File: src/rtl/scancode_digit_fifo.sv
// scancode_digit_fifo
//   Parses a PS/2 set-2 scancode byte stream and queues every decimal digit
//   make code (0..9) into a small first-in first-out buffer.
//   The parser follows the 0xE0 (extended) and 0xF0 (break) prefixes.
//   A held key's typematic repeats can optionally be suppressed.
//   Extended digit codes can optionally be accepted.
//
// Parameters
//   DEPTH       FIFO entries, power of two, 2..64
//   REPEAT_EN   1 = typematic repeats are pushed, 0 = repeats suppressed
//   ACCEPT_EXT  1 = digit codes after 0xE0 are decoded, 0 = dropped
//
// Ports
//   clk          single clock, rising edge
//   resetn       asynchronous active-low reset
//   code         scancode byte, sampled when code_valid is high
//   code_valid   qualifies code
//   dout         head-of-FIFO digit (0 while empty)
//   dout_valid   FIFO not empty
//   dout_ready   consumer accepts dout when dout_valid && dout_ready at an edge
//   level        current occupancy, 0..DEPTH
//   overflow     one-cycle pulse when a digit was dropped on a full FIFO
//   parse_state  debug view of the parser state (IDLE=0, EXT=1, BRK=2, EXT_BRK=3)
//
// Handshake: a pop happens on every rising edge where dout_valid and
// dout_ready are both high; dout_ready is ignored while the FIFO is empty,
// and there is no bypass from code to dout.
module scancode_digit_fifo #(
    parameter int DEPTH      = 8,
    parameter bit REPEAT_EN  = 1'b0,
    parameter bit ACCEPT_EXT = 1'b0
) (
    input  logic                     clk,
    input  logic                     resetn,
    input  logic [7:0]               code,
    input  logic                     code_valid,
    output logic [3:0]               dout,
    output logic                     dout_valid,
    input  logic                     dout_ready,
    output logic [$clog2(DEPTH):0]   level,
    output logic                     overflow,
    output logic [1:0]               parse_state
);

    localparam int AW = $clog2(DEPTH);
    localparam logic [AW:0] LEVEL_FULL = (AW+1)'(DEPTH);

    typedef enum logic [1:0] {
        IDLE    = 2'd0,
        EXT     = 2'd1,
        BRK     = 2'd2,
        EXT_BRK = 2'd3
    } state_t;

    state_t        state;
    state_t        state_next;
    logic [7:0]    last_make;
    logic          held;

    logic          is_make;
    logic          is_break;
    logic          is_ext;
    logic          is_digit;
    logic [3:0]    digit;
    logic          repeat_hit;
    logic          push;
    logic          pop;
    logic          full;
    logic          wr_en;

    logic [3:0]    mem [DEPTH];
    logic [AW-1:0] wr_ptr;
    logic [AW-1:0] rd_ptr;

    // ---------------- parser ----------------
    always_ff @(posedge clk or negedge resetn) begin
        if (!resetn) begin
            state <= IDLE;
        end else begin
            state <= state_next;
        end
    end

    always_comb begin
        state_next = state;
        is_make    = 1'b0;
        is_break   = 1'b0;
        is_ext     = 1'b0;
        if (code_valid) begin
            case (state)
                IDLE: begin
                    if (code == 8'hF0)      state_next = BRK;
                    else if (code == 8'hE0) state_next = EXT;
                    else                    is_make = 1'b1;
                end
                EXT: begin
                    if (code == 8'hF0)      state_next = EXT_BRK;
                    else if (code == 8'hE0) state_next = EXT;
                    else begin
                        is_make    = 1'b1;
                        is_ext     = 1'b1;
                        state_next = IDLE;
                    end
                end
                // Whatever follows 0xF0 is the released key, even 0xE0/0xF0.
                BRK, EXT_BRK: begin
                    is_break   = 1'b1;
                    state_next = IDLE;
                end
                default: state_next = IDLE;
            endcase
        end
    end

    assign parse_state = state;

    always_comb begin
        is_digit = 1'b1;
        digit    = 4'd0;
        case (code)
            8'h45: digit = 4'd0;
            8'h16: digit = 4'd1;
            8'h1E: digit = 4'd2;
            8'h26: digit = 4'd3;
            8'h25: digit = 4'd4;
            8'h2E: digit = 4'd5;
            8'h36: digit = 4'd6;
            8'h3D: digit = 4'd7;
            8'h3E: digit = 4'd8;
            8'h46: digit = 4'd9;
            default: is_digit = 1'b0;
        endcase
    end

    // Any make code (digit or not, extended or not) becomes the tracked key;
    // only a break of that same byte releases it.
    always_ff @(posedge clk or negedge resetn) begin
        if (!resetn) begin
            last_make <= 8'h00;
            held      <= 1'b0;
        end else if (is_make) begin
            last_make <= code;
            held      <= 1'b1;
        end else if (is_break && (code == last_make)) begin
            held <= 1'b0;
        end
    end

    assign repeat_hit = !REPEAT_EN && held && (code == last_make);
    assign push = is_make && is_digit && (!is_ext || ACCEPT_EXT) && !repeat_hit;

    // ---------------- FIFO ----------------
    assign dout_valid = (level != '0);
    assign pop        = dout_valid && dout_ready;
    assign full       = (level == LEVEL_FULL);
    // When full, a write is only possible because the pop frees the head slot
    // in the same edge (wr_ptr == rd_ptr then).
    assign wr_en      = push && (!full || pop);
    assign dout       = dout_valid ? mem[rd_ptr] : 4'd0;

    always_ff @(posedge clk) begin
        if (wr_en) begin
            mem[wr_ptr] <= digit;
        end
    end

    always_ff @(posedge clk or negedge resetn) begin
        if (!resetn) begin
            wr_ptr   <= '0;
            rd_ptr   <= '0;
            level    <= '0;
            overflow <= 1'b0;
        end else begin
            // Pointers are AW bits wide, so they wrap modulo DEPTH naturally.
            if (wr_en) wr_ptr <= wr_ptr + AW'(1);
            if (pop)   rd_ptr <= rd_ptr + AW'(1);
            case ({wr_en, pop})
                2'b10:   level <= level + (AW+1)'(1);
                2'b01:   level <= level - (AW+1)'(1);
                default: level <= level;
            endcase
            overflow <= push && full && !pop;
        end
    end

endmodule

File: config.mk
export PLATFORM = sky130hd
export DESIGN_NAME = scancode_digit_fifo
export DESIGN_NICKNAME = d
export VERILOG_FILES = /design/src/rtl/scancode_digit_fifo.sv
export SDC_FILE = /design/constraint.sdc
export NUM_CORES = 1
export LEC_CHECK = 0
export CAP_MARGIN = 10
export CORE_ASPECT_RATIO = 0.8
export CORE_MARGIN = 2
export CORE_UTILIZATION = 60
export DETAILED_ROUTE_END_ITERATION = 8
export PLACE_DENSITY = 0.92
export SYNTH_ARGS = -nofsm -noshare
export SYNTH_HDL_FRONTEND = slang
export SYNTH_SLANG_ARGS = --single-unit
File: constraint.sdc
create_clock -name clk -period 5 [get_ports clk]
set_input_delay 1 -clock clk [delete_from_list [all_inputs] [get_ports clk]]
set_output_delay 1 -clock clk [all_outputs]
set_load 0.05 [all_outputs]
# Word-level counts from Yosys, hierarchy flattened
# Memory sizes are Yosys's and may differ from the RTL's.
# Cells that the tools add are included.
[totals]
regBits = 22
mem_bits_rw = 32
output_inout_bits = 12
word_cells = 75
memories = 1
[memory_table]
columns = ["name", "words", "word_bits", "rd", "rd_clocked_by_memory_dff", "wr", "line_no", "text"]
rows = [
  ["mem", 8, 4, 1, 0, 1, "71", "logic [3:0] mem [DEPTH];"],
]
[classes]
n_addsub = 4
eq_ne = 20
muxes = 21
reduce_logical = 22
[ops]
columns = ["operator", "n"]
rows = [
  ["$eq 8x6->1 const B", 6],
  ["$pmux 4 s9", 1],
  ["$eq 8x5->1 const B", 2],
  ["$eq 8x7->1 const B", 2],
  ["$eq 8x8->1 const B", 2],
  ["$mux 1", 14],
  ["$reduce_or 10->1", 1],
  ["$logic_and 1x1->1", 9],
  ["$eq 8x8->1", 1],
  ["$pmux 4 s2", 1],
  ["$add 3x1->3 const B", 2],
  ["$eq 2x2->1 const B", 3],
  ["$mux 2", 3],
  ["$pmux 2 s3", 1],
  ["$add 4x1->4 const B", 1],
  ["$eq 2x1->1 const B", 2],
  ["$eq 4x4->1 const B", 1],
  ["$logic_not 1->1", 4],
  ["$mux 4", 1],
  ["$reduce_bool 2->1", 2],
  ["$reduce_bool 4->1", 1],
  ["$reduce_or 2->1", 2],
  ["$sub 4x1->4 const B", 1],
  ["$ne 3x3->1 const B", 1],
  ["3 further kinds", 3],
]

# Logic depth before layout (Yosys ltp)
# Gate-level depths: netlist of run 1.
[depth]
ltp_word = 11
mapped_depth = 14
depth_no_buf = 12

# Least setup slack after synthesis of run 1
# No wires, ideal clock.
[synth_path]
path_kind = "input to register"
startpoint = "input code[3]"
endpoint = "register level[2]"
t_arrival_ps = 3075
required_time_ps = 4853
setup_slack_ps = 1778
stages = 14
path_cell_list = "buf_2 > xor2_1 > nor4_2 > nand4_1 > and3_1 > nand2_2 > buf_6 > ha_1 > xor2_1 > ha_1 > a21oi_1 > xor2_1 > nor2_1 > xor2_1"
[synth_between]
elab_chain_len = 11
elab_cells_between_ends = 32
[synth_rtl]
columns = ["element", "line_no", "text"]
rows = [
  ["start: declaration", "35", "input logic [7:0] code,"],
  ["$eq 8x8->1", "93, 98", ""],
  ["$mux 1", "93, 98", ""],
  ["$mux 1", "97", "if (code == 8'hF0) state_next = EXT_BRK;"],
  ["$mux 1, on equally long branches", "--", ""],
  ["$mux 1", "89", "if (code_valid) begin"],
  ["$logic_and 1x1->1 / $logic_not 1->1 (equally long branches)", "150", "assign push = is_make && is_digit && (!is_ext || ACCEPT_EXT) && !repeat_hit;"],
  ["$logic_and 1x1->1", "150", ""],
  ["$logic_and 1x1->1 *", "150", ""],
  ["$logic_and 1x1->1 *", "158", "assign wr_en = push && (!full || pop);"],
  ["$eq 2x1->1 / $eq 2x2->1 (equally long branches)", "177", "case ({wr_en, pop})"],
  ["$pmux 4 s2 / $reduce_bool 2->1 (equally long branches)", "--", ""],
  ["end signal: assignment", "178", "2'b10: level <= level + (AW+1)'(1);"],
  ["end signal: assignment", "179", "2'b01: level <= level - (AW+1)'(1);"],
  ["end signal: assignment", "180", "default: level <= level;"],
  ["end: declaration", "40", "output logic [$clog2(DEPTH):0] level,"],
]
# Mark *: on every way between the ends. The rest lies on a longest branch, timed or not.
# A chain may end at the register's enable or synchronous reset.

# Worst setup path in the final report of run 1
[layout_path]
startpoint = "input code[5]"
endpoint = "register level[3]"
# Same word-level chain as after synthesis.

==> parameters.txt, run 1 <==
Parameter                              Value

Die
  Horizontal die dimension ... ~79 um
  Ports ... 24
  Core Footprint ... about 0.0043 mm2
  Number of cell rows ... 21
  Starting density of the core ... between 60 and 70%
  Full die area ... between 0.005 and 0.006 mm2
  DIE HEIGHT ... 64.1 um

STA
  Final Max Tran Viols ... 0
  Peak clock frequency supported by timing ... 0.261 GHz
  Setup Skew ... around 6.0 ps
  Final setup TNS ... 0 ps
  Actual transition at the worst max-transition pin ... approximately 1000 ps
  Crit path time final ... 3820 ps
  Final cycle utilization of the critical path ... 76.5%
  RSZ-0062 raised after global routing ... false
  Final-report setup violation count ... 0
  Final hold violation count ... 0
  Relative max-transition margin ... about 33%

GRT
  GR met1 Demand/Resource ... between 20% and 30%
  Number of antenna violations at the first check in global routing ... 0
  M2 GR Usage ... a little over a third
  Largest net degree at the start of global routing ... 23
  First-pass GRT wire length ... between 8 and 9 mm
  Busiest layer in global routing ... met2
  Total global routing track utilization ... 21.9%
  GR met3 Demand/Resource ... under 10%
  Overall overflow remaining after global route ... 0
  Vias in the first global route ... 1590

Placed design
  Buffers added on ports ... 23
  Placed cell count ... 266
  GPL Wtd Cong ... about 0.82
  Half-perimeter wire length after detailed placement ... ~3.5 mm
  Cell Area, Placed ... a little under 0.003 mm2

Pwr
  Worst vdd rail ir drop ... 301 uV
  Lkg Pwr ... between 1 and 1.5 nW
  Total power ... 1.47 mW
  Power per Cell Area ... 476 mW/mm2

Setup path
  Worst EP required ... 5240 ps
  Element type at the critical path end ... register
  Slowest stage delay, CP ... between 600 and 700 ps
  Critical Path Slowest Stage Cell ... clkdlybuf4s50_1
  Internal reg-to-reg setup slack ... 1990 ps
  CP most frequent cell ... a211oi_1
  Destination of the worst register-to-register timing path ... level[2]
  Peak fanout along the critical path ... 12
  Critical path cell sequence ... clkdlybuf4s50_1 > nor3b_1 > nand4_1 > and2_1 > and3_1 > nand2_2 > ha_1 > nor4bb_1 > a211oi_1 > a211oi_1 > xor2_1
  Arrival time of data at the critical path endpoint ... roughly 4000 ps
  Number of cells on the worst reg-to-reg path ... 11
  Critical path class ... in -> reg
  Startpoint class of the critical path ... input port
  Worst R2R Start ... level[1]

Route
  Routed WL ... 4.91 mm
  Number of iterations in the first detailed-routing pass ... 4
  Remaining routing DRC violations ... 0
  Routed vias/inst ... 5.93
  DR vias ... between 1500 and 2000
  Detail Route Antenna Nets ... 0
  Drt initial violations ... between 100 and 150
  WL per Instance ... ~18 um

Synth
  Dominant cells by area after synthesis ... edfxtp_1, dfrtp_1, mux4_2
  Net Count, Synth ... 212
  Yosys Warn Count ... 0
  Count of state elements after synthesis ... 54
  Post-synthesis instance area ... between 0.002 and 0.003 mm2
  Library cell with the highest instance count after synthesis ... edfxtp_1
  Post-synthesis async set-or-reset flop share ... between 40% and 50%
  Post-synthesis sequential area ratio ... between 50% and 60%
  Synthesized instance count ... between 150 and 200
  Primary flip-flop cell chosen by synthesis mapping ... edfxtp_1
  Cell type contributing the most total cell area after synthesis ... edfxtp_1
  Ranking of synthesized cells by instance count ... edfxtp_1, dfrtp_1, nor2_1, xor2_1, mux2_2
  Yosys cell types ... between 40 and 50
  Top-area cell type share of the netlist area ... a little over a third
  Avg Cell Area, Syn ... 13.9 um2
  Post-synth EDFFs ... 32

Clock network
  Maximum level of the CTS H-tree ... 2
  Clock root buffer ... clkbuf_8
  Clk_lat worst skew ... roughly 310 ps
  Clock tree from TritonCTS ... done
  Num CTS Buffers ... 5
  Clock transition at path regs ... approximately 90 ps
  Total of hold buffers inserted after clock tree synthesis ... 0
  Postcts setup bufs ... 0
  Resized Gates After CTS ... 0
  Largest buffer count on any clock path ... 2
  Clock sinks ... 54

Job
  Max-Cap Viols ... 0

Cells and area
  Post-route design area ... slightly above 0.003 mm2
  Layout cell share with drive strength beyond 1 ... ~17%
  Fin nets ... approximately 230
  Antenna diode count ... 0
  Number of cells in the finished layout apart from fillers ... around 270
  Area growth, synth to finish ... 13.5%

Worst hold path
  Terminating pin of the worst hold path ... level[3]
  Hold path start ... level[3]
  Class of the tightest hold or removal check ... reg -> reg
  Hold Path Depth ... 1

Status
  Status ... finished, final reports clean
area by class of cell:
type | instances | area, um2
Fill cell | 273 | 1180
Timing Repair Buffer | 25 | 245
Inverter | 8 | 30.0
Tap cell | 57 | 71.3
Clock inverter | 2 | 37.5
Multi-Input combinational cell | 122 | 1110
Sequential cell | 54 | 1510
Clock buffer | 6 | 72.6
cell families after synthesis:
logic type,count (synthesis),share of synthesized area [%]
adders and majority gates,5,2.31
and+or+nand+nor,57,14.7
buffers and inverters,19,3.32
DFF,54,55.7
xor gates and xnor gates,18,5.81
muxes,23,12.6
AOI/OAI and AO/OA,19,5.54
worst max path at each step:
stage                       start        to  slack [ps]  depth (start not counted)
final                     code[5]  level[3]        1180                         11
after global routing      code[5]  level[3]         920                         11
after CTS                 code[5]  level[3]        1200                         11
after detailed placement  code[5]  level[3]         870                         11
after global placement    code[5]  level[2]         990                         13
after floorplan           code[3]  level[2]        1780                         14
worst max-delay path, delay by kind of cell:
family                   cells  cell delay (ps)
AO/OA/AOI/OAI                2              370
XOR/XNOR                     1              170
buffers and inverters        1              630
adder cells (fa/ha/maj)      1              310
AND/OR/NAND/NOR              6             1580
routing by layer:
layer  vias up  part of all wire, %
met5         -                    0
met4         0                  1.6
met3         9                  5.1
met2        48                   48
met1       808                   45
li1        760                    -
sequential cells by signal, summed over array words and instances (netlist names):
| register | count |
|---|---|
| mem | 32 |
| last_make | 8 |
| level | 4 |
| rd_ptr | 3 |
| wr_ptr | 3 |
| parse_state | 2 |
| held | 1 |
| overflow | 1 |
metrics by stage:
| stage | worst slack, ps | util (%) | hold slack [ps] |
|---|---|---|---|
| 2_1_floorplan | 1780 | - | 449 |
| 4_1_cts | 1200 | 72.3 | 522 |
| 6_report | 1180 | 72.3 | 519 |
| 5_1_grt | 918 | 72.3 | 541 |
| 3_3_place_gp | 988 | 69.8 | 473 |
| 3_5_place_dp | 868 | 69.8 | 499 |
cells in the final DEF, fill, tap and decap left out, types with 2 or more instances in the layout:
cell             Yosys  layout
nor4b_4              3       3
nand3_1              4       4
nand4_1              2       2
nand2_1              5       5
mux4_2               8       8
xor2_1              12      12
inv_1                8       8
buf_4                1       2
dfrtp_1             22      22
o21ai_0              4       4
nand2b_4             2       2
edfxtp_1            32      32
nor3_1               3       3
nor4_1               4       4
or3_1                2       2
a211oi_1             3       3
clkbuf_8             0       5
clkdlybuf4s50_1      0      23
and2b_1              2       2
nor2b_1              3       3
mux2_2              10      10
xnor2_1              6       6
nor2_1              14      14
a21oi_1              3       3
ha_1                 5       5
and3_1               2       2
nand2b_1             3       3
mux2i_1              5       5
report_power, final:
part / internal (mW) / total, mW / switching, mW
sequential: 0.515 / 0.626 / 0.111
clock: 0.149 / 0.289 / 0.140
combinational: 0.252 / 0.550 / 0.298
Power figures use the tool's default switching activity.
==> run 2, diff against run 1 <==
- CORE_UTILIZATION: 60 -> 57
- PLACE_DENSITY: 0.92 -> 0.88
- clock period: 5 -> 3.56 ns (I/O delays scaled with it)
==> run 2 against run 1 <==
Compared with the run above:
- routed wire length shrank 2.7%
- via count is the same
- sequential power grew 40%
- largest cell class unchanged
- clock-buffer cell count shrank 1
- global-route usage shrank 0.90 points
- worst hold slack lost 31 ps
- die area grew 5.0%
- non-clock buffer count grew 11
- combinational power grew 45%
- setup slack lost 800 ps
==> parameters.txt, run 2 (synthesis results as in run 1) <==
Parameter                              Value

Status
  Status ... finished, final reports clean

STA
  Final WS setup ... 380 ps (-795 ps)
  Peak clock frequency supported by timing ... around 0.31 GHz
  Relative max-transition margin ... 30.0% (-3.4 points)
  RSZ-0062 raised after global routing ... false
  Actual transition at the worst max-transition pin ... 1050 ps (+56.2 ps)
  Crit path time final ... between 3000 and 4000 ps
  Final Max Tran Viols ... 0 (unchanged)
  Final setup TNS ... 0 ps (unchanged)
  Final cycle utilization of the critical path ... 89.3%
  Setup Skew ... 6.62 ps (+0.594 ps)
  Final hold violation count ... 0 (unchanged)
  Final-report setup violation count ... 0 (unchanged)

Cells and area
  Total of fill cells in the finished design ... 309 (+13%)
  Number of cells in the finished layout apart from fillers ... 288 (+5.1%)
  Post-route design area ... 0.00316 mm2 (+2.8%)
  Number of flip-flops in the largest register ... 32 (unchanged)
  Most frequent cells in the layout ... edfxtp_1, clkdlybuf4s50_1, dfrtp_1
  Register ranked first by flip-flop count ... mem
  Most common library cell in the layout ignoring fill and taps ... edfxtp_1
  Top flop regs ... mem x32, last_make x8, level x4
  Multi-input gate area in the final layout ... 0.00111 mm2 (unchanged)
  Antenna diode count ... 0 (unchanged)
  Sequential Area ... 0.00151 mm2 (unchanged)
  Fin nets ... 244 (+4.7%)
  Area growth, synth to finish ... 16.7%
  Layout cell share with drive strength beyond 1 ... 21.5% (+4.4 points)

Pwr
  Part of the total power dissipated in combinational logic ... 38.3% (+0.7 points)
  Worst vdd rail ir drop ... 467 uV (+55%)
  Seq pwr share ... 42.3% (-0.4 points)
  Sw power ... 774 uW (+41%)
  Internal power summed over all cells ... 1.30 mW (+42%)
  Sw Share ... 37.3% (-0.14 points)
  Total power ... 2.07 mW (+42%)
  Power per Cell Area ... 655 mW/mm2 (+38%)
  Lkg Pwr ... 1.21 nW (+5.4%)
  Clock share of power ... 19.4% (-0.3 points)

Die
  Starting density of the core ... 59.0% (-4.7 points)
  DIE HEIGHT ... 65.7 um (+2.4%)
  Ports ... 24 (unchanged)
  Horizontal die dimension ... 81.1 um (+2.5%)
  Core Footprint ... 0.00460 mm2 (+8.0%)
  Number of cell rows ... 22 (+4.8%)
  Full die area ... 0.00533 mm2 (+5.0%)

Route
  DR vias ... 1625 (unchanged)
  Remaining routing DRC violations ... 0 (unchanged)
  Number of iterations in the first detailed-routing pass ... 4 (unchanged)
  Routed vias/inst ... 5.64 (-4.9%)
  Detail Route Antenna Nets ... 0 (unchanged)
  WL per Instance ... 16.6 um (-7.4%)
  Drt initial violations ... 148 (+38%)
  Routed WL ... 4.77 mm (-2.7%)

Placed design
  Placed cell count ... 280 (+5.3%)
  Worst Setup Slack post-DPL ... 103 ps (-765 ps)
  Half-perimeter wire length after detailed placement ... 3.57 mm (+0.56%)
  Cell Area, Placed ... 0.00306 mm2 (+2.9%)
  Buffers added on ports ... 23 (unchanged)
  GPL Wtd Cong ... 0.931 (+14%)

Clock network
  Num CTS Buffers ... 5 (unchanged)
  Clock root buffer ... clkbuf_8
  Resized Gates After CTS ... 0 (unchanged)
  Clock tree from TritonCTS ... done
  Total of hold buffers inserted after clock tree synthesis ... 0 (unchanged)
  Maximum level of the CTS H-tree ... 2 (unchanged)
  Largest buffer count on any clock path ... 2 (unchanged)
  Clk_lat worst skew ... 320 ps (about the same)
  Postcts setup bufs ... 0 (unchanged)
  Clock sinks ... 54 (unchanged)
  Clock transition at path regs ... 90 ps (about the same)

GRT
  Overall overflow remaining after global route ... 0 (unchanged)
  Largest net degree at the start of global routing ... 23 (unchanged)
  Number of antenna violations at the first check in global routing ... 0 (unchanged)
  First-pass GRT wire length ... 7.98 mm (-0.86%)
  Total global routing track utilization ... 21.0% (-0.90 points)
  Vias in the first global route ... 1581 (-0.57%)

Setup path
  Worst setup path startpoint ... rd_ptr[0]
  Critical path class ... reg -> out
  Worst R2R Start ... level[1]
  Peak fanout along the critical path ... 9 (-3)
  Element type at the critical path end ... output port
  Arrival time of data at the critical path endpoint ... 2470 ps (-1590 ps)
  Startpoint class of the critical path ... register
  Worst EP required ... 2850 ps (-2390 ps)

Job
  Max-Cap Viols ... 0 (unchanged)

Worst hold path
  Hold path start ... held
  Class of the tightest hold or removal check ... reg -> reg
==> run 2: cell type report <==
type	instances	area share, %
inverter	8	0.949
clock inverter	3	1.27
sequential	54	47.8
timing repair buffer	36	10.4
clock buffer	5	2.17
multi-input combinational	122	35.1
tap	60	2.37
==> run 2: power by group through the flow <==
stage	clock network, mW	logic, mW	registers [mW]
finish	0.401	0.795	0.878
floorplan	0	0.578	0.878
CTS	0.409	0.800	0.881
detailed placement	0	0.795	0.894
global route	0.439	0.849	0.900
global placement	0	0.780	0.885
==> run 2: per-stage QoR <==
stage	util [%]	hold WS, ps
after floorplan	-	416
after global placement	66.5	464
after detailed placement	66.5	470
after CTS	68.8	492
after global routing	68.8	528
final	68.8	488
==> run 2: path summary, 6_finish.rpt <==
kind                             end  slack [ps]  depth (start not counted)
setup / recovery             dout[0]         380                          4
hold / removal                  held         490                          1
min in group asynchronous   level[0]         960                          1
setup reg to reg            level[2]        1020                         11
hold reg to reg                 held         490                          1
max in group asynchronous  wr_ptr[0]        1970                          1
==> run 2: critical path: stages, from the launching register on <==
cell,delay [ps]
dfrtp_1,680
mux4_2,570
mux2i_1,140
nor2_1,60
clkdlybuf4s50_1,690
==> run 2: routing by layer <==
layer  vias to the layer above  part of all wire (%)  global-route usage, %
met5                         -                     0                      0
li1                        782                     -                      -
met2                        39                    47                   31.6
met1                       799                    46                   30.0
met4                         0                   1.5                   6.36
met3                         5                   5.7                   5.77
